$ cat config.mk
export PLATFORM = sky130hd
export DESIGN_NAME = alu_param_core
export DESIGN_NICKNAME = d
export VERILOG_FILES = /design/src/rtl/alu_param_core_pkg.sv /design/src/rtl/alu_param_core_mult.sv /design/src/rtl/alu_param_core.sv
export SDC_FILE = /design/constraint.sdc
export NUM_CORES = 1
export LEC_CHECK = 0
export CAP_MARGIN = 20
export CELL_PAD_IN_SITES_DETAIL_PLACEMENT = 1
export CELL_PAD_IN_SITES_GLOBAL_PLACEMENT = 1
export CORE_MARGIN = 2
export CORE_UTILIZATION = 43
export CTS_BUF_LIST = sky130_fd_sc_hd__clkbuf_4 sky130_fd_sc_hd__clkbuf_8
export DETAILED_ROUTE_END_ITERATION = 8
export GPL_ROUTABILITY_DRIVEN = 1
export PLACE_DENSITY = 0.84
export SLEW_MARGIN = 20
export SYNTH_ARGS = -nofsm -noshare
export SYNTH_HDL_FRONTEND = slang
export SYNTH_SLANG_ARGS = --single-unit
$ cat constraint.sdc
create_clock -name CLK -period 2.8 [get_ports CLK]
set_clock_uncertainty 0.15 [all_clocks]
set_input_delay 0.7 -clock CLK [delete_from_list [all_inputs] [get_ports CLK]]
set_output_delay 0.7 -clock CLK [all_outputs]
set_load 0.005 [all_outputs]
$ cat src/rtl/alu_param_core_pkg.sv
// Shared types for the parametrised ALU core: op codes, operand-B select and FSM states.
package sv_alu_param_pkg;

  localparam int ALU_DATA_WIDTH = 8;

  typedef enum logic [3:0] {
    OP_ADD  = 4'd0,  OP_SUB  = 4'd1,  OP_MULT = 4'd2,  OP_SHL  = 4'd3,
    OP_SHR  = 4'd4,  OP_ROL  = 4'd5,  OP_ROR  = 4'd6,  OP_NOT  = 4'd7,
    OP_AND  = 4'd8,  OP_OR   = 4'd9,  OP_XOR  = 4'd10, OP_NAND = 4'd11,
    OP_NOR  = 4'd12, OP_XNOR = 4'd13, OP_INC  = 4'd14, OP_DEC  = 4'd15
  } alu_op_t;

  typedef enum logic [1:0] {
    MOVI_REG_B = 2'd0,
    MOVI_MEM   = 2'd1,
    MOVI_IMM   = 2'd2,
    MOVI_RSVD  = 2'd3
  } movi_t;

  typedef enum logic [1:0] {
    ST_IDLE = 2'd0,
    ST_MULT = 2'd1,
    ST_DONE = 2'd2
  } alu_state_t;

endpackage

$ cat src/rtl/alu_param_core_mult.sv
// Iterative shift-add multiplier: consumes RADIX bits of B per cycle into a 2*DW accumulator.
// With ALU_FLAGS_EN defined it also reports whether the high half of the product is non-zero.
module alu_iter_mult #(
  parameter int DW    = 8,
  parameter int RADIX = 1
) (
  input  logic          clk,
  input  logic          rst_n,
  input  logic          i_start,
  input  logic [DW-1:0] i_a,
  input  logic [DW-1:0] i_b,
  output logic          o_done,
  output logic [DW-1:0] o_prod_lo
`ifdef ALU_FLAGS_EN
  ,
  output logic          o_hi_nz
`endif
);

  localparam int STEPS = DW / RADIX;
  localparam int CW    = (STEPS > 1) ? $clog2(STEPS) : 1;

  logic [2*DW-1:0] r_mcand;
  logic [2*DW-1:0] r_acc;
  logic [DW-1:0]   r_mplier;
  logic [CW-1:0]   r_cnt;
  logic            r_busy;
  logic [2*DW-1:0] w_partial;
  logic [2*DW-1:0] w_acc_nxt;
  logic            w_last;

  assign w_partial = r_mcand * {{(2*DW-RADIX){1'b0}}, r_mplier[RADIX-1:0]};
  assign w_acc_nxt = r_acc + w_partial;
  assign w_last    = (r_cnt == CW'(STEPS - 1));
  // done is asserted during the final step so the caller can register the result on the same edge
  assign o_done    = r_busy && w_last;
  assign o_prod_lo = w_acc_nxt[DW-1:0];
`ifdef ALU_FLAGS_EN
  assign o_hi_nz   = |w_acc_nxt[2*DW-1:DW];
`endif

  always_ff @(posedge clk or negedge rst_n) begin
    if (!rst_n) begin
      r_mcand  <= '0;
      r_acc    <= '0;
      r_mplier <= '0;
      r_cnt    <= '0;
      r_busy   <= 1'b0;
    end else if (i_start) begin
      r_mcand  <= {{DW{1'b0}}, i_a};
      r_mplier <= i_b;
      r_acc    <= '0;
      r_cnt    <= '0;
      r_busy   <= 1'b1;
    end else if (r_busy) begin
      r_acc    <= w_acc_nxt;
      r_mcand  <= r_mcand << RADIX;
      r_mplier <= r_mplier >> RADIX;
      r_cnt    <= r_cnt + CW'(1);
      if (w_last) r_busy <= 1'b0;
    end
  end

endmodule

$ cat src/rtl/alu_param_core.sv
// Parametrised ALU core: operand-B mux, 16-op decode, registered result and multi-cycle MULT FSM.
// Optional ALU_FLAGS_EN adds the registered EX_FLAGS {ZERO,CARRY,OVF} port.
module alu_param_core
  import sv_alu_param_pkg::*;
#(
  parameter int DATA_WIDTH      = ALU_DATA_WIDTH,
  parameter int MULT_RADIX_BITS = 1
) (
  input  logic                  CLK,
  input  logic                  RST,
  input  logic                  ACT,
  output logic                  ALU_RDY,
  input  logic [3:0]            OP,
  input  logic [1:0]            MOVI,
  input  logic [DATA_WIDTH-1:0] REG_A,
  input  logic [DATA_WIDTH-1:0] REG_B,
  input  logic [DATA_WIDTH-1:0] IMM,
  input  logic [DATA_WIDTH-1:0] MEM,
  output logic [DATA_WIDTH-1:0] EX_ALU,
  output logic                  EX_ALU_VLD
`ifdef ALU_FLAGS_EN
  ,
  output logic [2:0]            EX_FLAGS
`endif
);

  localparam int DW = DATA_WIDTH;

  if (DW % MULT_RADIX_BITS != 0) begin : g_radix_chk
    $error("DATA_WIDTH must be a multiple of MULT_RADIX_BITS");
  end
  if (DW < 4) begin : g_width_chk
    $error("DATA_WIDTH must be at least 4");
  end

  alu_op_t       w_op;
  logic [DW-1:0] w_b;
  logic [DW-1:0] w_opnd;
  logic [DW-1:0] w_res;
  logic          w_accept;
  logic          w_mult_done;
  logic [DW-1:0] w_mult_lo;
  alu_state_t    r_state;
  logic          r_rdy;
  logic [DW-1:0] r_res;
  logic          r_vld;

  assign w_op     = alu_op_t'(OP);
  assign w_accept = ACT && r_rdy;

  always_comb begin
    w_b = '0;
    case (movi_t'(MOVI))
      MOVI_REG_B: w_b = REG_B;
      MOVI_MEM:   w_b = MEM;
      MOVI_IMM:   w_b = IMM;
      default:    w_b = '0;
    endcase
  end

  // INC/DEC reuse the adder/subtractor with a constant one as the second operand
  assign w_opnd = (w_op == OP_INC || w_op == OP_DEC) ? {{(DW-1){1'b0}}, 1'b1} : w_b;

  always_comb begin
    w_res = '0;
    case (w_op)
      OP_ADD, OP_INC: w_res = REG_A + w_opnd;
      OP_SUB, OP_DEC: w_res = REG_A - w_opnd;
      OP_SHL:  w_res = {REG_A[DW-2:0], 1'b0};
      OP_SHR:  w_res = {1'b0, REG_A[DW-1:1]};
      OP_ROL:  w_res = {REG_A[DW-2:0], REG_A[DW-1]};
      OP_ROR:  w_res = {REG_A[0], REG_A[DW-1:1]};
      OP_NOT:  w_res = ~REG_A;
      OP_AND:  w_res = REG_A & w_b;
      OP_OR:   w_res = REG_A | w_b;
      OP_XOR:  w_res = REG_A ^ w_b;
      OP_NAND: w_res = ~(REG_A & w_b);
      OP_NOR:  w_res = ~(REG_A | w_b);
      OP_XNOR: w_res = ~(REG_A ^ w_b);
      default: w_res = '0;
    endcase
  end

`ifdef ALU_FLAGS_EN
  logic [DW:0] w_add_x;
  logic [DW:0] w_sub_x;
  logic        w_carry;
  logic        w_ovf;
  logic        w_mult_hi_nz;
  logic [2:0]  r_flags;

  always_comb begin
    w_add_x = {1'b0, REG_A} + {1'b0, w_opnd};
    w_sub_x = {1'b0, REG_A} - {1'b0, w_opnd};
    w_carry = 1'b0;
    w_ovf   = 1'b0;
    case (w_op)
      OP_ADD, OP_INC: begin
        w_carry = w_add_x[DW];
        w_ovf   = (REG_A[DW-1] == w_opnd[DW-1]) && (w_add_x[DW-1] != REG_A[DW-1]);
      end
      OP_SUB, OP_DEC: begin
        w_carry = w_sub_x[DW];
        w_ovf   = (REG_A[DW-1] != w_opnd[DW-1]) && (w_sub_x[DW-1] != REG_A[DW-1]);
      end
      OP_SHL, OP_ROL: w_carry = REG_A[DW-1];
      OP_SHR, OP_ROR: w_carry = REG_A[0];
      default: ;
    endcase
  end

  assign EX_FLAGS = r_flags;
`endif

  alu_iter_mult #(
    .DW    (DW),
    .RADIX (MULT_RADIX_BITS)
  ) u_mult (
    .clk       (CLK),
    .rst_n     (RST),
    .i_start   (w_accept && (w_op == OP_MULT)),
    .i_a       (REG_A),
    .i_b       (w_b),
    .o_done    (w_mult_done),
    .o_prod_lo (w_mult_lo)
`ifdef ALU_FLAGS_EN
    ,
    .o_hi_nz   (w_mult_hi_nz)
`endif
  );

  always_ff @(posedge CLK or negedge RST) begin
    if (!RST) begin
      r_state <= ST_IDLE;
      r_rdy   <= 1'b1;
      r_res   <= '0;
      r_vld   <= 1'b0;
`ifdef ALU_FLAGS_EN
      r_flags <= '0;
`endif
    end else begin
      r_vld <= 1'b0;
      case (r_state)
        ST_IDLE: begin
          if (w_accept) begin
            if (w_op == OP_MULT) begin
              r_state <= ST_MULT;
              r_rdy   <= 1'b0;
            end else begin
              r_res <= w_res;
              r_vld <= 1'b1;
`ifdef ALU_FLAGS_EN
              r_flags <= {(w_res == '0), w_carry, w_ovf};
`endif
            end
          end
        end
        ST_MULT: begin
          if (w_mult_done) begin
            r_res   <= w_mult_lo;
            r_vld   <= 1'b1;
            r_state <= ST_DONE;
`ifdef ALU_FLAGS_EN
            r_flags <= {(w_mult_lo == '0), w_mult_hi_nz, 1'b0};
`endif
          end
        end
        // one cycle of recovery after the MULT result before new requests are taken
        ST_DONE: begin
          r_rdy   <= 1'b1;
          r_state <= ST_IDLE;
        end
        default: begin
          r_rdy   <= 1'b1;
          r_state <= ST_IDLE;
        end
      endcase
    end
  end

  assign ALU_RDY    = r_rdy;
  assign EX_ALU     = r_res;
  assign EX_ALU_VLD = r_vld;

endmodule

After elaboration in Yosys (flattened, before gate mapping). Index checks and enable logic that the tools add are counted.

Register bits after elaboration: 56. Logic and storage cells: 88.

Eq/ne operators: 23. Bitwise logic cells: 8. Multiplexer cells: 29. Reduce and logical (&&, ||, !) cells: 14. $mul: 1. Add/sub/neg operators: 4.

Operator list (count): case mux 8 bit (13 select lines) (1); 2-to-1 mux 16 bit (4); 2-to-1 mux 8 bit (6); equality test 4 bit, second input constant (8); NOT 8 bit (4); case mux 8 bit (3 select lines) (1); adder 16 bit (1); equality test 4 x 3 -> 1 bit, second input constant (4); multiplier 16 x 1 -> 16 bit (1); case mux 8 bit (2 select lines) (1); adder 8 bit (1); bitwise AND 8 bit (1); equality test 4 x 2 -> 1 bit, second input constant (2); 2-to-1 mux 1 bit (8); bitwise OR 8 bit (1); subtractor 8 bit (1); bitwise XOR 8 bit (1); 2-to-1 mux 2 bit (3); 2-to-1 mux 3 bit (2); != test 2 bit, second input constant (3); AND reduction 3 bit (2); equality test 2 x 1 -> 1 bit, second input constant (2); equality test 4 x 1 -> 1 bit, second input constant (1); logical NOT 2 bit (2); other kinds (13) (18).

Longest topological paths before layout. Gate-level depths: netlist (run 1).

Word-level depth: 8. Gate-level depth with buffers: 17. Depth with buffers taken out: 16.

Hierarchy. From an unflattened synthesis (run 1), not the netlist that was laid out.

Cell total of the unflattened synthesis: 471. Area, all modules: 3927.5 µm².

By module, submodules not included: alu_param_core (cells an instance 310, area an instance 2327.2 µm², seq. area each 301.5 µm², instances 1); alu_iter_mult (cells an instance 161, area an instance 1600.3 µm², seq. area each 700.7 µm², instances 1).

Worst setup path before layout (run 1). No wires, ideal clock.

Path kind: input port to flip-flop. Start: input port MOVI[1]. End: register r_res[5], in the netlist EX_ALU[5]. Buffers on the path: 1. Stages: 17. Setup slack: -731 ps. Data arrival time: 3255 ps. Cells stage by stage: buf_6 -> nor2b_4 -> o2bb2ai_2 -> nand2_1 -> ha_1 -> nand2_1 -> o21ai_1 -> inv_1 -> ha_1 -> nor2b_1 -> o211ai_1 -> nand3b_1 -> a21oi_1 -> xor2_1 -> o2111ai_1 -> a22oi_1 -> a21oi_1.

Longest elaborated chain between the ends: 8. Elaborated cells on any way between the ends: 17. Classes of those cells: add/sub: 2; eq/ne: 2; mux: 6; bitwise: 6; reduce/logical: 1.

Ends and longest elaborated chain: start: declaration (RTL line alu_param_core.sv:14) `input logic [1:0] MOVI,`; equality test 2 bit, or another cell as far along (RTL line alu_param_core.sv:53) `case (movi_t'(MOVI))`; case mux 8 bit (3 select lines) * (RTL line alu_param_core.sv:53); 2-to-1 mux 8 bit, or another cell as far along (RTL line alu_param_core.sv:62) `assign w_opnd = (w_op == OP_INC || w_op == OP_DEC) ? {{(DW-1){1'b0}}, 1'b1} : w_b;`; subtractor 8 bit, or another cell as far along (RTL line alu_param_core.sv:68) `OP_SUB, OP_DEC: w_res = REG_A - w_opnd;`; case mux 8 bit (13 select lines) * (RTL line alu_param_core.sv:66) `case (w_op)`; 2-to-1 mux 8 bit * (RTL line alu_param_core.sv:146) `if (w_op == OP_MULT) begin`; 2-to-1 mux 8 bit * (RTL line alu_param_core.sv:145) `if (w_accept) begin`; case mux 8 bit (2 select lines) * (RTL line alu_param_core.sv:143) `case (r_state)`; end signal: assignment (RTL line alu_param_core.sv:150) `r_res <= w_res;`; end signal: assignment (RTL line alu_param_core.sv:160) `r_res <= w_mult_lo;`; end: declaration (RTL line alu_param_core.sv:45) `logic [DW-1:0] r_res;`.

Every way passes the cells marked *; elsewhere a longest branch is shown, timed or not. The select of a mux whose other input is x is not followed. A chain may end at the register's enable or synchronous reset.

Final worst setup path (run 1). Same ends and word-level chain as after synthesis.

==> results of run 1 <==
==> cell usage after synthesis (2+ instances only) <==
cell type  number  area (um2)
nand2_1        51         191
nor2_1         48         180
mux2i_1        40         400
dfrtp_1        39         976
ha_1           33         413
o21ai_0        27         135
inv_1          24        90.1
a21oi_1        22         110
clkbuf_1       14        52.6
o21ai_1        14        70.1
nand3_1        13        65.1
buf_2          10        50.1
o22ai_1        10        62.6
nand2b_1        9        56.3
nor3_1          8        40.0
xnor2_1         8        70.1
a31oi_1         7        43.8
and2_1          7        43.8
xor2_1          7        61.3
a21o_1          5        37.5
o211ai_1        5        37.5
o31ai_1         5        37.5
a211oi_1        4        30.0
a22oi_1         4        30.0
nand3b_1        4        30.0
nor2b_1         4        25.0
a311oi_1        3        26.3
a32oi_1         3        26.3
o211ai_2        3        37.5
o221ai_1        3        26.3
o2bb2ai_2       3        45.0
o32ai_1         3        26.3
a221o_1         2        20.0
a2bb2oi_1       2        17.5
and3_1          2        12.5
buf_1           2        7.51
fa_1            2        40.0
inv_2           2        7.51
nor4_1          2        12.5
o2bb2ai_4       2        55.1
==> final cells by class <==
cell class / instances / area, um2 / share of cell area
Multi-Input combinational cell: 386 / 3070 / 0.517
Clock buffer: 5 / 68.8 / 0.0116
Tap cell: 111 / 139 / 0.0234
Sequential cell: 40 / 1000 / 0.169
Timing Repair Buffer: 180 / 1550 / 0.260
Clock inverter: 3 / 18.8 / 0.00316
Inverter: 26 / 97.6 / 0.0164
==> path summary, 6_finish.rpt <==
check                                  end  cells past startpoint  slack [ns]                from
max in group asynchronous        EX_ALU[7]                      1        1.55                 RST
setup reg to reg                 EX_ALU[7]                     11       -0.13  u_mult.r_mplier[0]
setup / recovery                 EX_ALU[5]                     16       -0.66             MOVI[1]
hold reg to reg                    ALU_RDY                      2        0.38             ALU_RDY
min in group CLK                   ALU_RDY                      2        0.38             ALU_RDY
hold / removal             u_mult.r_acc[1]                      1        0.36                 RST
==> kinds of logic after synthesis <==
family                   after synthesis  synth area share
AO/OA/AOI/OAI                        137             0.249
XOR/XNOR                              16            0.0389
adder cells (fa/ha/maj)               35             0.114
buffers and inverters                 53            0.0553
flip-flops                            40             0.253
multiplexers                          41             0.104
AND/OR/NAND/NOR                      157             0.185
==> flip-flops by register name (all words and copies together), names as in the netlist <==
register / count
u_mult.r_acc: 8
EX_ALU_VLD: 1
r_state: 2
EX_ALU: 8
u_mult.r_mcand: 8
u_mult.r_cnt: 3
u_mult.r_busy: 1
u_mult.r_mplier: 8
ALU_RDY: 1
==> layer usage <==
layer	up-vias	part of all wire	wire length, um	global-route usage
li1	2050	-	-	-
met1	2280	0.37	7050	0.387
met3	113	0.064	1200	0.0418
met2	293	0.49	9320	0.543
met4	0	0.070	1330	0.123
met5	-	0	0	0
==> where the power goes <==
group	internal, mW	switching, mW
clock	0.174	0.246
combinational	0.506	0.529
sequential	0.577	0
total	1.26	0.775
==> worst max-delay path: stages <==
cell and delay (ns):
buf_12 0.12, buf_6 0.13, mux2i_4 0.18, o2bb2ai_4 0.28
nand2_1 0.14, xor2_1 0.19, ha_1 0.32, buf_4 0.17
o211ai_1 0.13, buf_4 0.17, nand3b_1 0.11, a21oi_2 0.16
xor2_1 0.19, o2111ai_1 0.17, a22oi_1 0.21, a21oi_1 0.10
==> timing repair <==
action	4_1_cts	5_1_grt
resized for setup	57	71
setup buffers	7	27
setup endpoints to repair	8	37
pin swaps	40	48
==> per-stage QoR <==
step	power, mW	utilization	setup TNS [ns]	std cells	hold WS [ns]
6_report	2.03	0.655	-3.65	751	0.358
5_1_grt	2.10	0.655	-4.46	751	0.403
4_1_cts	1.79	0.614	-3.14	725	0.376
3_5_place_dp	1.32	0.580	-16.54	710	0.362
3_3_place_gp	1.29	0.580	-13.28	710	0.320
2_1_floorplan	0.987	-	-3.18	479	0.254
==> results.yml, run 1 <==
worst_setup_path:
  start_kind: "primary input"
  arrival_ns: 3.49
  crit_type: "in2reg"
  cp-end-kind: "register"
  cp.required_ns: 2.83
  cp_max_fo: 6
floorplan:
  initial_core_util: 0.437
  die_x_um: 100
  rows: 35
  fp.coreArea_mm2: 0.00906
  die-area_mm2: 0.00999
  io_pins: 51
  die_h_um: 100
clock_tree:
  numCtsBuffers: 5
  postCtsHoldBufs: 0
  insertion_delay_ns: 0.32
  clock_sinks: 40
  path_clk_slew_ns: 0.09
  cts_root_buf: "clkbuf_8"
  cts_htree_levels: 2
  tritoncts: "built"
  cts_buffer_depth: 2
global_route:
  antenna_found_initial: 0
  grt_overflow_total: 0
  globalRouteTotalUtil: 0.310
  grt_pass1_wl_um: 24500
  grt_pass1_vias: 4722
  grt_max_degree: 41
synth:
  ys_warn_count: 0
  synth_ff_type: "dfrtp_1"
  synth_edf_count: 0
  synth_cells: 479
  ys_seq_area_frac: 0.253
  synth_fp_nets: 555
  ys_seq_elements: 40
  synthDistinctLibCells: 63
  syn_avg_cell_area_um2: 8.26
  synth_area_mm2: 0.00396
  async_reset_ff_frac: 1.00
place:
  place_ws_ns: -1.39
  hpwl_um: 11400
  gp_congestion: 0.953
  port_buffers: 50
  place_area_mm2: 0.00526
route:
  drt_pre_antenna_iters: 5
  drtIter0Drc: 328
  ant_nets: 0
  wl_um: 18900
  remaining_drc_errors: 0
  vias_per_cell: 6.31
  route.vias.total: 4736
  wl_per_cell_um: 25.2
cells_and_area:
  final_common_cell: "buf_4"
  design_area_mm2: 0.00594
  syn2layout_area_growth_pct: 50.1
  antenna_cells: 0
  drive_gt1_frac: 0.339
  fin_nets: 715
  layout_common_cells: "115 x buf_4, 47 x nand2_1, 44 x nor2_1, 39 x dfrtp_1, 35 x mux2i_1"
  nFillCells: 1012
run_status:
  status: "finished, violations left"
  violations: "setup timing"
sta:
  setup-violations-final: 8
  hold_viol_final: 0
  min_period_ns: 3.46
  worst-slew-pin-transition_ns: 0.922
  fin_ws_ns: -0.661
  rsz0062_at_grt: "yes"
  slew_violations: 0
  max_freq_mhz: 289
  min_period_over_period: 1.24
  maxSlewHeadroom: 0.385
hold_path:
  hold_class: "in2async"
pwr:
  p_leak_nw: 2.62
  peakVddDrop_v: 0.000204
  power_density_mw_per_mm2: 342
flow_run:
  drv_cap: 0
(Power assumes the default switching activity.)
==> inputs of run 2 (changes only) <==
--- a/config.mk
+++ b/config.mk
@@ -8,13 +8,12 @@
 export CAP_MARGIN = 20
 export CELL_PAD_IN_SITES_DETAIL_PLACEMENT = 1
 export CELL_PAD_IN_SITES_GLOBAL_PLACEMENT = 1
-export CORE_MARGIN = 2
 export CORE_UTILIZATION = 43
 export CTS_BUF_LIST = sky130_fd_sc_hd__clkbuf_4 sky130_fd_sc_hd__clkbuf_8
 export DETAILED_ROUTE_END_ITERATION = 8
 export GPL_ROUTABILITY_DRIVEN = 1
 export PLACE_DENSITY = 0.84
-export SLEW_MARGIN = 20
+export SLEW_MARGIN = 10
 export SYNTH_ARGS = -nofsm -noshare
 export SYNTH_HDL_FRONTEND = slang
 export SYNTH_SLANG_ARGS = --single-unit
==> results.yml, run 2 (synthesized netlist as in run 1, its figures left out) <==
run_status:
  status: "finished, violations left"
  violations: "DRC, setup timing"
worst_setup_path:
  slowest_stage: "ha_4"
  cpPeakStageDelay_ns: 0.31
  cp-end-kind: "register"
  worst-path-buf-inv: 3
  critPathTopFamily: "compound AO/OA/AOI/OAI gates"
  crit_type: "in2reg"
  start_kind: "primary input"
  cp.required_ns: 2.87
  arrival_ns: 3.67
  path_cells: "buf_4 -> nor2b_4 -> o2bb2ai_4 -> nand2_2 -> ha_4 -> nand2_4 -> o21ai_4 -> inv_2 -> ha_4 -> nor2b_4 -> o211ai_1 -> buf_4 -> nand3_1 -> a31oi_1 -> xnor3_1 -> nor2_1 -> o21ai_1 -> a31oi_1"
  startpoint: "MOVI[0]"
  cp_max_fo: 4
  r2r-start: "u_mult.r_mplier[0]"
flow_run:
  drv_cap: 0
cells_and_area:
  drive_gt1_frac: 0.331
  syn2layout_area_growth_pct: 49.8
  multi_input_area_mm2: 0.00310
  nFillCells: 987
  regArea_mm2: 0.00100
  final_common_cell: "buf_4"
  antenna_cells: 0
  layout_common_cells: "108 x buf_4, 47 x nand2_1, 43 x nor2_1, 39 x dfrtp_1, 35 x mux2i_1"
  fin_nets: 709
sta:
  worst-slew-pin-transition_ns: 0.906
  min_period_over_period: 1.28
  maxSlewHeadroom: 0.396
  fin_ws_ns: -0.796
  hold_ws_ns: 0.357
  setup-violations-final: 7
  slew_violations: 0
  min_period_ns: 3.60
  rsz0062_at_grt: "yes"
  max_freq_mhz: 278
  setup_tns_ns: -3.88
  hold_viol_final: 0
pwr:
  p_leak_nw: 2.59
  power_density_mw_per_mm2: 363
  peakVddDrop_v: 0.000184
global_route:
  grt_pass1_wl_um: 26900
  globalRouteTotalUtil: 0.364
  antenna_found_initial: 0
  grt_max_degree: 41
  grt_pass1_vias: 4952
  grt_overflow_total: 0
floorplan:
  die-area_mm2: 0.00959
  fp.coreArea_mm2: 0.00881
  initial_core_util: 0.450
  die_x_um: 98.0
  die_h_um: 98.0
  io_pins: 51
  rows: 34
clock_tree:
  cts_root_buf: "clkbuf_8"
  cts_buffer_depth: 2
  numCtsBuffers: 5
  clock_sinks: 40
  insertion_delay_ns: 0.31
  path_clk_slew_ns: 0.10
  cts_htree_levels: 2
  postCtsHoldBufs: 0
  tritoncts: "built"
route:
  wl_per_cell_um: 28.0
  ant_nets: 0
  vias_per_cell: 6.62
  wl_um: 20800
  route.vias.total: 4909
  drt_pre_antenna_iters: 7
  remaining_drc_errors: 3
  drtIter0Drc: 504
place:
  port_buffers: 50
  hpwl_um: 11500
  gp_congestion: 0.884
hold_path:
  hold_class: "in2async"
==> run 2: cell types whose count changed in the layout (fill, tap and decap cells not counted), moves of 2 or more <==
cell / previous run / this run
o211ai_4: 0 / 2
nand3_2: 0 / 3
buf_2: 1 / 3
o21ai_1: 12 / 14
clkinv_2: 2 / 0
o211ai_2: 3 / 1
o21ai_2: 5 / 3
dlygate4sd2_1: 4 / 6
nand3_4: 2 / 0
buf_4: 115 / 108
==> run 2: power by group <==
group          switching [mW]  internal (mW)  leakage, nW
combinational           0.566          0.497         2.09
clock                   0.243          0.269       0.0548
sequential                  0          0.577        0.446
==> run 2: layout make-up <==
class	instances	area share
clock buffers	5	0.0116
clock inverters	3	0.00781
inverters	26	0.0165
multi-input cells	386	0.522
flip-flops and latches	40	0.169
well taps	108	0.0228
repair buffers	174	0.250
==> run 2: per-stage QoR <==
step                      utilization  total power [mW]  instance area (um2)  cells  setup slack [ns]
after floorplan                     -             0.987                 4020    479            -0.658
after CTS                       0.645              1.91                 5680    733            -0.474
after global routing            0.673              2.20                 5930    742            -0.855
after detailed placement        0.599              1.33                 5280    708             -1.36
after global placement          0.599              1.29                 5280    708             -1.13
final                           0.673              2.15                 5930    742            -0.796
==> run 2: metal layers <==
layer / vias up / part of all wire / track usage
li1: 2036 / - / -
met1: 2377 / 0.36 / 0.416
met2: 352 / 0.49 / 0.658
met3: 144 / 0.065 / 0.0451
met4: 0 / 0.091 / 0.202
met5: - / 0 / 0
==> run 2: worst paths after layout <==
check	endpoint	slack, ns	cells after the start
worst max-delay path	EX_ALU[7]	-0.80	18
worst min-delay path	u_mult.r_acc[5]	0.36	1
worst max register to register	EX_ALU[6]	-0.07	10
worst min register to register	EX_ALU[0]	0.37	1
max in group asynchronous	EX_ALU[6]	1.56	1
min in group CLK	EX_ALU[0]	0.37	1
==> run 2: timing repair <==
action | 4_1_cts | 5_1_grt
endpoints found under the setup margin | 25 | 9
buffers inserted | 19 | 12
endpoints found under the hold margin | 0 | 0
gates resized for setup | 70 | 52
pin swaps | 42 | 36
==> inputs of run 3 (changes only) <==
--- a/config.mk
+++ b/config.mk
@@ -8,11 +8,11 @@
 export CAP_MARGIN = 20
 export CELL_PAD_IN_SITES_DETAIL_PLACEMENT = 1
 export CELL_PAD_IN_SITES_GLOBAL_PLACEMENT = 1
-export CORE_UTILIZATION = 43
+export CORE_UTILIZATION = 35
 export CTS_BUF_LIST = sky130_fd_sc_hd__clkbuf_4 sky130_fd_sc_hd__clkbuf_8
 export DETAILED_ROUTE_END_ITERATION = 8
 export GPL_ROUTABILITY_DRIVEN = 1
-export PLACE_DENSITY = 0.84
+export PLACE_DENSITY = 0.74
 export SLEW_MARGIN = 10
 export SYNTH_ARGS = -nofsm -noshare
 export SYNTH_HDL_FRONTEND = slang
==> constraint.sdc (replaced) <==
create_clock -name CLK -period 3.1 [get_ports CLK]
set_clock_uncertainty 0.15 [all_clocks]
set_input_delay 0.775 -clock CLK [delete_from_list [all_inputs] [get_ports CLK]]
set_output_delay 0.775 -clock CLK [all_outputs]
set_load 0.005 [all_outputs]
==> results.yml, run 3 (synthesized netlist as in run 1, its figures left out) <==
worst_setup_path:
  cp.required_ns: 3.18
  critPathTopFamily: "compound AO/OA/AOI/OAI gates"
  cpPeakStageDelay_ns: 0.47
  cp-end-kind: "register"
  arrival_ns: 3.46
  path_cells: "clkdlybuf4s50_1 -> mux2i_2 -> o2bb2ai_4 -> buf_6 -> nand2_1 -> nand2b_1 -> o31ai_2 -> a21oi_2 -> ha_4 -> o21ai_2 -> nand2b_1 -> a31oi_2 -> xnor3_1 -> nor2_1 -> o21ai_1 -> a31oi_1"
  r2r_cells: 10
  slowest_stage: "clkdlybuf4s50_1"
  crit_type: "in2reg"
  worst-path-buf-inv: 2
  crit_cells: 16
  path_common_cell: "nand2b_1"
  cp_max_fo: 5
  start_kind: "primary input"
route:
  ant_nets: 0
  remaining_drc_errors: 0
  wl_per_cell_um: 19.5
  drt_pre_antenna_iters: 4
  vias_per_cell: 5.59
  drtIter0Drc: 229
  wl_um: 14700
  route.vias.total: 4194
global_route:
  busiest_layer: "met2"
  globalRouteTotalUtil: 0.250
  grt_pass1_vias: 4373
  use_met1: 0.313
  grt_pass1_wl_um: 22700
  grt_use_met2: 0.439
  met3_usage: 0.0319
  grt_overflow_total: 0
  antenna_found_initial: 0
  grt_max_degree: 41
cells_and_area:
  regArea_mm2: 0.00100
  final_cells: 750
  drive_gt1_frac: 0.297
  fin_nets: 685
  nFillCells: 1313
  multi_input_area_mm2: 0.00305
  syn2layout_area_growth_pct: 44.9
  antenna_cells: 0
  layout_common_cells: "88 x buf_4, 48 x nand2_1, 44 x nor2_1, 39 x dfrtp_1, 35 x mux2i_1"
  design_area_mm2: 0.00574
  final_common_cell: "buf_4"
  fin_util: 0.525
clock_tree:
  numCtsBuffers: 5
  cts_root_buf: "clkbuf_8"
  cts_buffer_depth: 2
  postCtsHoldBufs: 0
  cts_htree_levels: 2
  clock_sinks: 40
  tritoncts: "built"
  path_clk_slew_ns: 0.08
  insertion_delay_ns: 0.31
hold_path:
  hold_class: "reg2reg"
  min_path_cells: 1
place:
  placed_cells: 725
  hpwl_um: 10700
  place_area_mm2: 0.00519
  place_ws_ns: -1.09
  gp_congestion: 0.933
  port_buffers: 50
floorplan:
  rows: 38
  die_h_um: 108
  initial_core_util: 0.362
  fp.coreArea_mm2: 0.0109
  die_x_um: 108
  die-area_mm2: 0.0117
  io_pins: 51
pwr:
  peakVddDrop_v: 0.000177
  power_density_mw_per_mm2: 315
  power_mw: 1.81
  p_leak_nw: 2.44
sta:
  maxSlewHeadroom: 0.394
  fin_ws_ns: -0.276
  rsz0062_at_grt: "yes"
  min_period_over_period: 1.09
  worst-slew-pin-transition_ns: 0.909
  setup_tns_ns: -0.913
  hold_ws_ns: 0.360
  min_period_ns: 3.38
  hold_viol_final: 0
  setup-violations-final: 6
  slew_violations: 0
  max_freq_mhz: 296
run_status:
  status: "finished, violations left"
  violations: "setup timing"
flow_run:
  drv_cap: 0
==> run 3: cell types whose count changed in the layout (fill, tap and decap cells not counted), moves of 3 or more <==
cell,change
mux2i_4,-3
buf_6,-3
mux2i_2,+3
buf_4,-20
dlygate4sd2_1,-4
clkdlybuf4s50_1,+5
==> run 3: path summary, 6_finish.rpt <==
kind / startpoint / endpoint / slack (ns)
worst max-delay path: REG_B[4] / EX_ALU[7] / -0.28
worst min-delay path: r_state[1] / r_state[0] / 0.36
worst max register to register: u_mult.r_mplier[0] / EX_ALU[6] / 0.05
worst min register to register: r_state[1] / r_state[0] / 0.36
max in group asynchronous: RST / r_state[1] / 1.80
min in group asynchronous: RST / u_mult.r_mcand[5] / 0.44
==> run 3: timing repair <==
item,CTS,global route
setup buffers,10,9
gates cloned,0,0
pin swaps,36,36
setup endpoints to repair,8,7
gates resized for setup,49,52
==> run 3: cell type report <==
type,instances,share of cell area
multi-input cells,386,0.531
repair buffers,150,0.226
flip-flops and latches,40,0.175
well taps,140,0.0305
inverters,26,0.0170
clock buffers,5,0.0120
clock inverters,3,0.00807
==> run 3: routing by layer <==
metal / wire, um / vias to the layer above
met4: 384 / 0
li1: - / 1983
met3: 646 / 23
met2: 7430 / 128
met5: 0 / -
met1: 6190 / 2060
==> run 3: where the power goes <==
part           switching, mW  internal (mW)  total [mW]
clock                  0.210          0.243       0.453
combinational          0.405          0.427       0.832
sequential                 0          0.521       0.521
total                  0.615           1.19        1.81
